--- config.mk ---
export PLATFORM = sky130hd
export DESIGN_NAME = timer_ctrl_fsm
export DESIGN_NICKNAME = d
export VERILOG_FILES = /design/src/rtl/timer_ctrl_fsm.sv
export SDC_FILE = /design/constraint.sdc
export NUM_CORES = 1
export LEC_CHECK = 0
export CAP_MARGIN = 20
export CORE_MARGIN = 8
export CORE_UTILIZATION = 30
export DETAILED_ROUTE_END_ITERATION = 16
export PLACE_DENSITY = 0.52
export SETUP_SLACK_MARGIN = 0.02
export SYNTH_ARGS = -nofsm -noshare
export SYNTH_HDL_FRONTEND = slang
export SYNTH_SLANG_ARGS = --single-unit
--- constraint.sdc ---
create_clock -name clk -period 4.3 [get_ports clk]
set_input_delay 0.86 -clock clk [delete_from_list [all_inputs] [get_ports clk]]
set_output_delay 0.86 -clock clk [all_outputs]
set_load 0.02 [all_outputs]
--- src/rtl/timer_ctrl_fsm.sv ---
// Countdown timer controller: prescaled tick generator plus a 4-state
// IDLE/RUN/PAUSE/DONE controller with registered status outputs.
module timer_ctrl_fsm #(
  parameter int DIV    = 500000,
  parameter int TIME_W = 8
) (
  input  logic              clk,
  input  logic              rst,
  input  logic              start,
  input  logic              pause,
  input  logic              stop,
  input  logic              load,
  input  logic [TIME_W-1:0] load_val,
  output logic [1:0]        state,
  output logic              is_counting,
  output logic              tick,
  output logic              sec_clk,
  output logic [TIME_W-1:0] remaining,
  output logic              done,
  output logic              alarm
);

  localparam int PRE_W = (DIV > 1) ? $clog2(DIV) : 1;
  localparam logic [PRE_W-1:0] PRE_MAX = PRE_W'(DIV - 1);

  typedef enum logic [1:0] {
    S_IDLE  = 2'b00,
    S_RUN   = 2'b01,
    S_PAUSE = 2'b10,
    S_DONE  = 2'b11
  } state_t;

  state_t              state_reg, state_next;
  logic [PRE_W-1:0]    pre_reg, pre_next;
  logic [TIME_W-1:0]   rem_reg, rem_next;
  logic                sec_clk_reg, sec_clk_next;
  logic                tick_reg, done_reg, alarm_reg, is_counting_reg;
  logic                wrap;

  always_comb begin
    state_next   = state_reg;
    pre_next     = pre_reg;
    rem_next     = rem_reg;
    sec_clk_next = sec_clk_reg;
    wrap         = (state_reg == S_RUN) && (pre_reg == PRE_MAX);
    case (state_reg)
      S_IDLE: begin
        if (stop) begin
          pre_next = '0;
        end else if (load) begin
          rem_next     = load_val;
          pre_next     = '0;
          sec_clk_next = 1'b0;
        end else if (start && rem_reg != '0) begin
          state_next = S_RUN;
          pre_next   = '0;
        end
      end
      S_RUN: begin
        // A wrap always lands, even alongside stop/pause; expiry beats both.
        if (wrap) begin
          pre_next     = '0;
          sec_clk_next = ~sec_clk_reg;
          if (rem_reg <= TIME_W'(1)) begin
            rem_next   = '0;
            state_next = S_DONE;
          end else begin
            rem_next = rem_reg - TIME_W'(1);
            if (stop)       state_next = S_IDLE;
            else if (pause) state_next = S_PAUSE;
          end
        end else if (stop) begin
          state_next = S_IDLE;
          pre_next   = '0;
        end else if (pause) begin
          state_next = S_PAUSE;
        end else begin
          pre_next = pre_reg + PRE_W'(1);
        end
      end
      S_PAUSE: begin
        if (stop) begin
          state_next = S_IDLE;
          pre_next   = '0;
        end else if (load) begin
          state_next   = S_IDLE;
          rem_next     = load_val;
          pre_next     = '0;
          sec_clk_next = 1'b0;
        end else if (!pause && start) begin
          state_next = S_RUN;
        end
      end
      S_DONE: begin
        if (stop) begin
          state_next = S_IDLE;
          pre_next   = '0;
        end else if (load) begin
          state_next   = S_IDLE;
          rem_next     = load_val;
          pre_next     = '0;
          sec_clk_next = 1'b0;
        end
      end
      default: state_next = S_IDLE;
    endcase
  end

  always_ff @(posedge clk) begin
    if (rst) begin
      state_reg       <= S_IDLE;
      pre_reg         <= '0;
      rem_reg         <= '0;
      sec_clk_reg     <= 1'b0;
      tick_reg        <= 1'b0;
      done_reg        <= 1'b0;
      alarm_reg       <= 1'b0;
      is_counting_reg <= 1'b0;
    end else begin
      state_reg       <= state_next;
      pre_reg         <= pre_next;
      rem_reg         <= rem_next;
      sec_clk_reg     <= sec_clk_next;
      tick_reg        <= wrap;
      done_reg        <= wrap && (state_next == S_DONE);
      alarm_reg       <= (state_next == S_DONE);
      is_counting_reg <= (state_next == S_RUN);
    end
  end

  assign state       = state_reg;
  assign is_counting = is_counting_reg;
  assign tick        = tick_reg;
  assign sec_clk     = sec_clk_reg;
  assign remaining   = rem_reg;
  assign done        = done_reg;
  assign alarm       = alarm_reg;

endmodule

After elaboration in Yosys (flattened, before gate mapping)
Index checks and enable logic that the tools add are counted.

$add $sub $neg: 2. $lt $le $gt $ge: 1. Eq/ne operators: 12. Multiplexer cells: 31. Bitwise logic cells: 1. Reduce and logical (&&, ||, !) cells: 11.

Operators by type and width (number): $mux 19 (8); $pmux 19 s3 (1); $mux 8 (4); $mux 2 (12); $add 19x1->19 const B (1); $eq 19x19->1 const B (1); $pmux 8 s2 (1); $le 8x1->1 const B (1); $ne 4x4->1 const B (2); $pmux 2 s4 (1); $reduce_bool 8->1 (1); $sub 8x1->8 const B (1); $eq 2x2->1 const B (3); $reduce_and 3->1 (2); $eq 2x1->1 const B (2); $logic_and 1x1->1 (4); $ne 2x2->1 const B (2); $mux 1 (3); $ne 3x1->1 const B (1); $reduce_or 3->1 (1); $logic_not 2->1 (1); $ne 2x1->1 const B (1); $pmux 1 s2 (1); $reduce_or 2->1 (1); other kinds (2) (2).

Flip-flop bits (word level): 34. Input bits: 14. Output and inout bits: 15. Logic and storage cells: 66.

Logic depth before layout (Yosys ltp)
Word-level depth: 8. Mapped depth: 9. Mapped depth without buffers: 7.

Least setup slack after synthesis
OpenSTA, ideal clock, no wires.

Path kind: register -> register. Start point: register rem_reg[0] (netlist: remaining[0]). End point: register pre_reg[14]. Setup time: 0.125 ns. Data arrival time: 2.043 ns. Required time: 4.175 ns. Setup slack: 2.131 ns. Stages on the path, launching flop included: 10. Buffers on the path: 2. Clock period less this slack: 2.169 ns. Cell sequence: dfxtp_1 > inv_1 > ha_1 > nor3b_1 > a21oi_1 > nor2_1 > buf_2 > o21ai_1 > buf_2 > a21oi_1.

Cells in the longest elaborated chain, start to end: 4.

Ends and longest elaborated chain: start: declaration (RTL line 35) `logic [TIME_W-1:0] rem_reg, rem_next;`; start signal: assignment (RTL line 122) `rem_reg <= rem_next;`; $reduce_bool 8->1 (RTL line 54) `end else if (start && rem_reg != '0) begin`; $logic_and 1x1->1 (RTL line 54); $ne 4x4->1 (no source line); $reduce_and 3->1 (no source line); end signal: assignment (RTL line 121) `pre_reg <= pre_next;`; end: declaration (RTL line 34) `logic [PRE_W-1:0] pre_reg, pre_next;`.

Every way passes these cells. A chain may end at the register's enable or synchronous reset.

Worst setup path in the final report
Start point: input port pause. End point: register pre_reg[13].

Cells in the longest elaborated chain, start to end: 2.

Ends and longest elaborated chain: start: declaration (RTL line 10) `input logic pause,`; $ne 4x4->1 (no source line); $reduce_and 3->1 (no source line).

Every way passes these cells.

==> flow_summary_export.csv <==
group,metric,value,unit
status,status,"completed",
final_layout,largest_reg_flops,19,
route,drcViolationCount,0,
route,via_per_inst,5.565,
power,power_leakage,0.7384,nW
final_layout,area_growth,22.18,%
placement,numPortBuffers,28,
worst_setup_path,cp_num_buf_inv,3,
route,first_pass_iters,4,
worst_setup_path,path_class,"input port to register",
final_layout,final_nets,279,
yosys,ys_seq_area_frac,0.3487,
yosys,syn_nets,254,
route,drt-wirelength-per-cell,15.94,microns
sta,setup_viol,0,
worst_setup_path,crit_path_end_kind,"register",
clocking,post-cts-setup-buffers,0,
sta,worst_slack,1.538,ns
floorplanning,core,0.006314,sq mm
yosys,synthCells,237,
yosys,synth_area_per_cell,8.236,sq um
sta,rsz0062_at_grt,"no",
global_routing,grt-ovfl-total,0,
yosys,synth_area,0.001952,sq mm
floorplanning,rows,29,
clocking,cts_resized,0,
power,vdd_drop_max,0.1045,mV
worst_setup_path,slowest_delay,0.56,ns
worst_setup_path,critical_path_depth,7,
worst_setup_path,slowest_stage,"clkdlybuf4s50_1",
clocking,cts_root_buffer,"clkbuf_8",
worst_setup_path,critPathRequiredTime,4.47,ns
placement,place_congestion,0.7853,
sta,hold_violations,0,
floorplanning,die_w,96.66,microns
clocking,cts_hold_buf,0,
global_routing,grt_antenna_before_repair,0,
yosys,yosys.area.top_type,"dfxtp_1",
clocking,cts_max_level,2,
worst_setup_path,rr_worst_depth,4,
worst_setup_path,startpoint,"pause",
yosys,ys_seq_elements,34,
worst_setup_path,arrival,2.94,ns
yosys,synth_edf_count,0,
sta,clock.fmax,362.1,MHz
clocking,cts_buffer_depth,2,
sta,worstMarginPinSlew,1.075,ns
yosys,synth.top_cell.area_share,0.3487,
final_layout,num-fill-cells,677,
route,vias,1892,
sta,drv_slew,0,
worst_setup_path,cp_max_fo,20,
final_layout,drive_gt1_frac,0.07605,
run,maxCapViolations,0,
worst_setup_path,timing.rr.start,"remaining[4]$_SDFFE_PP0P_",
floorplanning,die_h,96.66,microns
floorplanning,ios,29,
sta,final_min_period_over_clock_period,0.6423,
power,power_density,290.3,mW/mm^2
global_routing,grt_pass1_wl,9.390,mm
clocking,clk_pin_slew_worst_paths,0.07,ns
clocking,cts_tree,"done",
route,drt_iter0_drc,104,
yosys,synthFlopType,"dfxtp_1",
worst_setup_path,cp-start-kind,"input port",
worst_setup_path,endpoint,"pre_reg[13]$_SDFFE_PP0P_",
global_routing,grt_max_degree,31,
worst_setup_path,worstPathCellList,"clkdlybuf4s50_1, inv_1, or3_1, a21oi_2, buf_4, or4_1, a21oi_1",
clocking,numCtsBuffers,5,
yosys,synth_cell_types,49,
global_routing,grt_pass1_vias,1952,
yosys,synthArstFlopShare,0,
floorplanning,die_area,0.009343,sq mm
route,routed_wl,5.421,mm
worst_setup_path,regToRegEndpoint,"remaining[3]$_SDFFE_PP0P_",
yosys,synth_area_leaders,"dfxtp_1 (35%), a21oi_1 (6.2%), o31ai_1 (5.8%)",
yosys,yosysWarnings,0,
sta,slew_headroom,0.2754,
route,ant_nets,0,
sta,period_needed,2.762,ns
clocking,clk_latency,0.29,ns
placement,pre_cts_ws,1.229,ns
min_path,worstHoldPathType,"register to register",
worst_setup_path,crit_family,"buffers and inverters",
floorplanning,start_util,0.3092,
worst_setup_path,ff2ff_setup_slack,1.73,ns
clocking,cts.sinks,34,
sta,fin_skew,0.007881,ns
sta,final.setup.tns,0,ns
final_layout,diodes,0,
placement,post-dp-hpwl,3.932,mm
global_routing,grt_usage,0.1172,
how the worst min path moves through the flow:
stage,from,endpoint,slack [ns],cells after the start
2_1_floorplan,pre_reg[18]$_SDFFE_PP0P_,pre_reg[18]$_SDFFE_PP0P_,0.45,2
3_3_place_gp,sec_clk$_SDFFE_PP0P_,sec_clk$_SDFFE_PP0P_,0.46,2
3_5_place_dp,sec_clk$_SDFFE_PP0P_,sec_clk$_SDFFE_PP0P_,0.48,2
4_1_cts,sec_clk$_SDFFE_PP0P_,sec_clk$_SDFFE_PP0P_,0.49,2
5_1_grt,pre_reg[18]$_SDFFE_PP0P_,pre_reg[18]$_SDFFE_PP0P_,0.51,2
6_report,sec_clk$_SDFFE_PP0P_,sec_clk$_SDFFE_PP0P_,0.48,2
cell type report:
class	count	area, sq um	share of cell area
clock inverters	1	5.005	0.002099
well taps	77	96.34	0.04040
multi-input cells	179	1169	0.4900
clock buffers	7	86.33	0.03620
repair buffers	32	310.3	0.1301
flip-flops and latches	34	680.7	0.2854
inverters	10	37.54	0.01574
through the flow:
| step | area, sq um | power [mW] | std cells | util | hold slack (ns) |
|---|---|---|---|---|---|
| 2_1_floorplan | 1952 | 0.4048 | 237 | - | 0.4474 |
| 3_3_place_gp | 2293 | 0.4457 | 332 | 0.3633 | 0.4638 |
| 3_5_place_dp | 2293 | 0.4457 | 332 | 0.3633 | 0.4757 |
| 4_1_cts | 2385 | 0.6997 | 340 | 0.3777 | 0.4858 |
| 5_1_grt | 2385 | 0.7218 | 340 | 0.3777 | 0.5098 |
| 6_report | 2385 | 0.6923 | 340 | 0.3777 | 0.4786 |
routing by layer:
layer	track usage	share of wire	vias to the layer above	routed length, microns
met4	0.04260	0.020	0	108
met1	0.1350	0.48	869	2582
li1	-	-	973	-
met5	0	0	-	0
met3	0.04267	0.049	11	266
met2	0.1932	0.45	39	2463
power breakdown:
group / internal [mW] / total (mW) / switching, mW
clock: 0.129 / 0.254 / 0.125
combinational: 0.0521 / 0.107 / 0.0547
sequential: 0.321 / 0.331 / 0.0101
kinds of logic after synthesis:
group / Yosys count / synth area share
AOI/OAI and AO/OA: 74 / 0.2615
xor gates and xnor gates: 3 / 0.01346
DFF: 34 / 0.3487
adders and majority gates: 3 / 0.01923
buffers and inverters: 24 / 0.05256
and+or+nand+nor: 98 / 0.2994
muxes: 1 / 0.005128
worst min-delay path, stage by stage (launching register included):
cell	delay, ns
dfxtp_1	0.32
nand3_1	0.06
a21oi_1	0.05
placed cells by master (no fill, tap or decap), drive strengths merged, types with 5 or more instances in the layout:
cell type / n
or3: 5
inv: 10
nor2: 19
o31ai: 15
nand3: 8
or4: 15
a21oi: 25
nand2: 10
o21ai: 8
clkbuf: 7
clkdlybuf4s50: 28
nor3: 9
dfxtp: 34
nand4: 10
synthesized netlist by cell type (all sizes together) (6+ instances only):
cell type   n
a21oi      25
buf         8
clkbuf      6
dfxtp      34
inv        10
nand2      10
nand3       8
nand4      10
nor2       19
nor3        9
o21ai       8
o31ai      15
or4        15
Power figures use the tool's default switching activity.
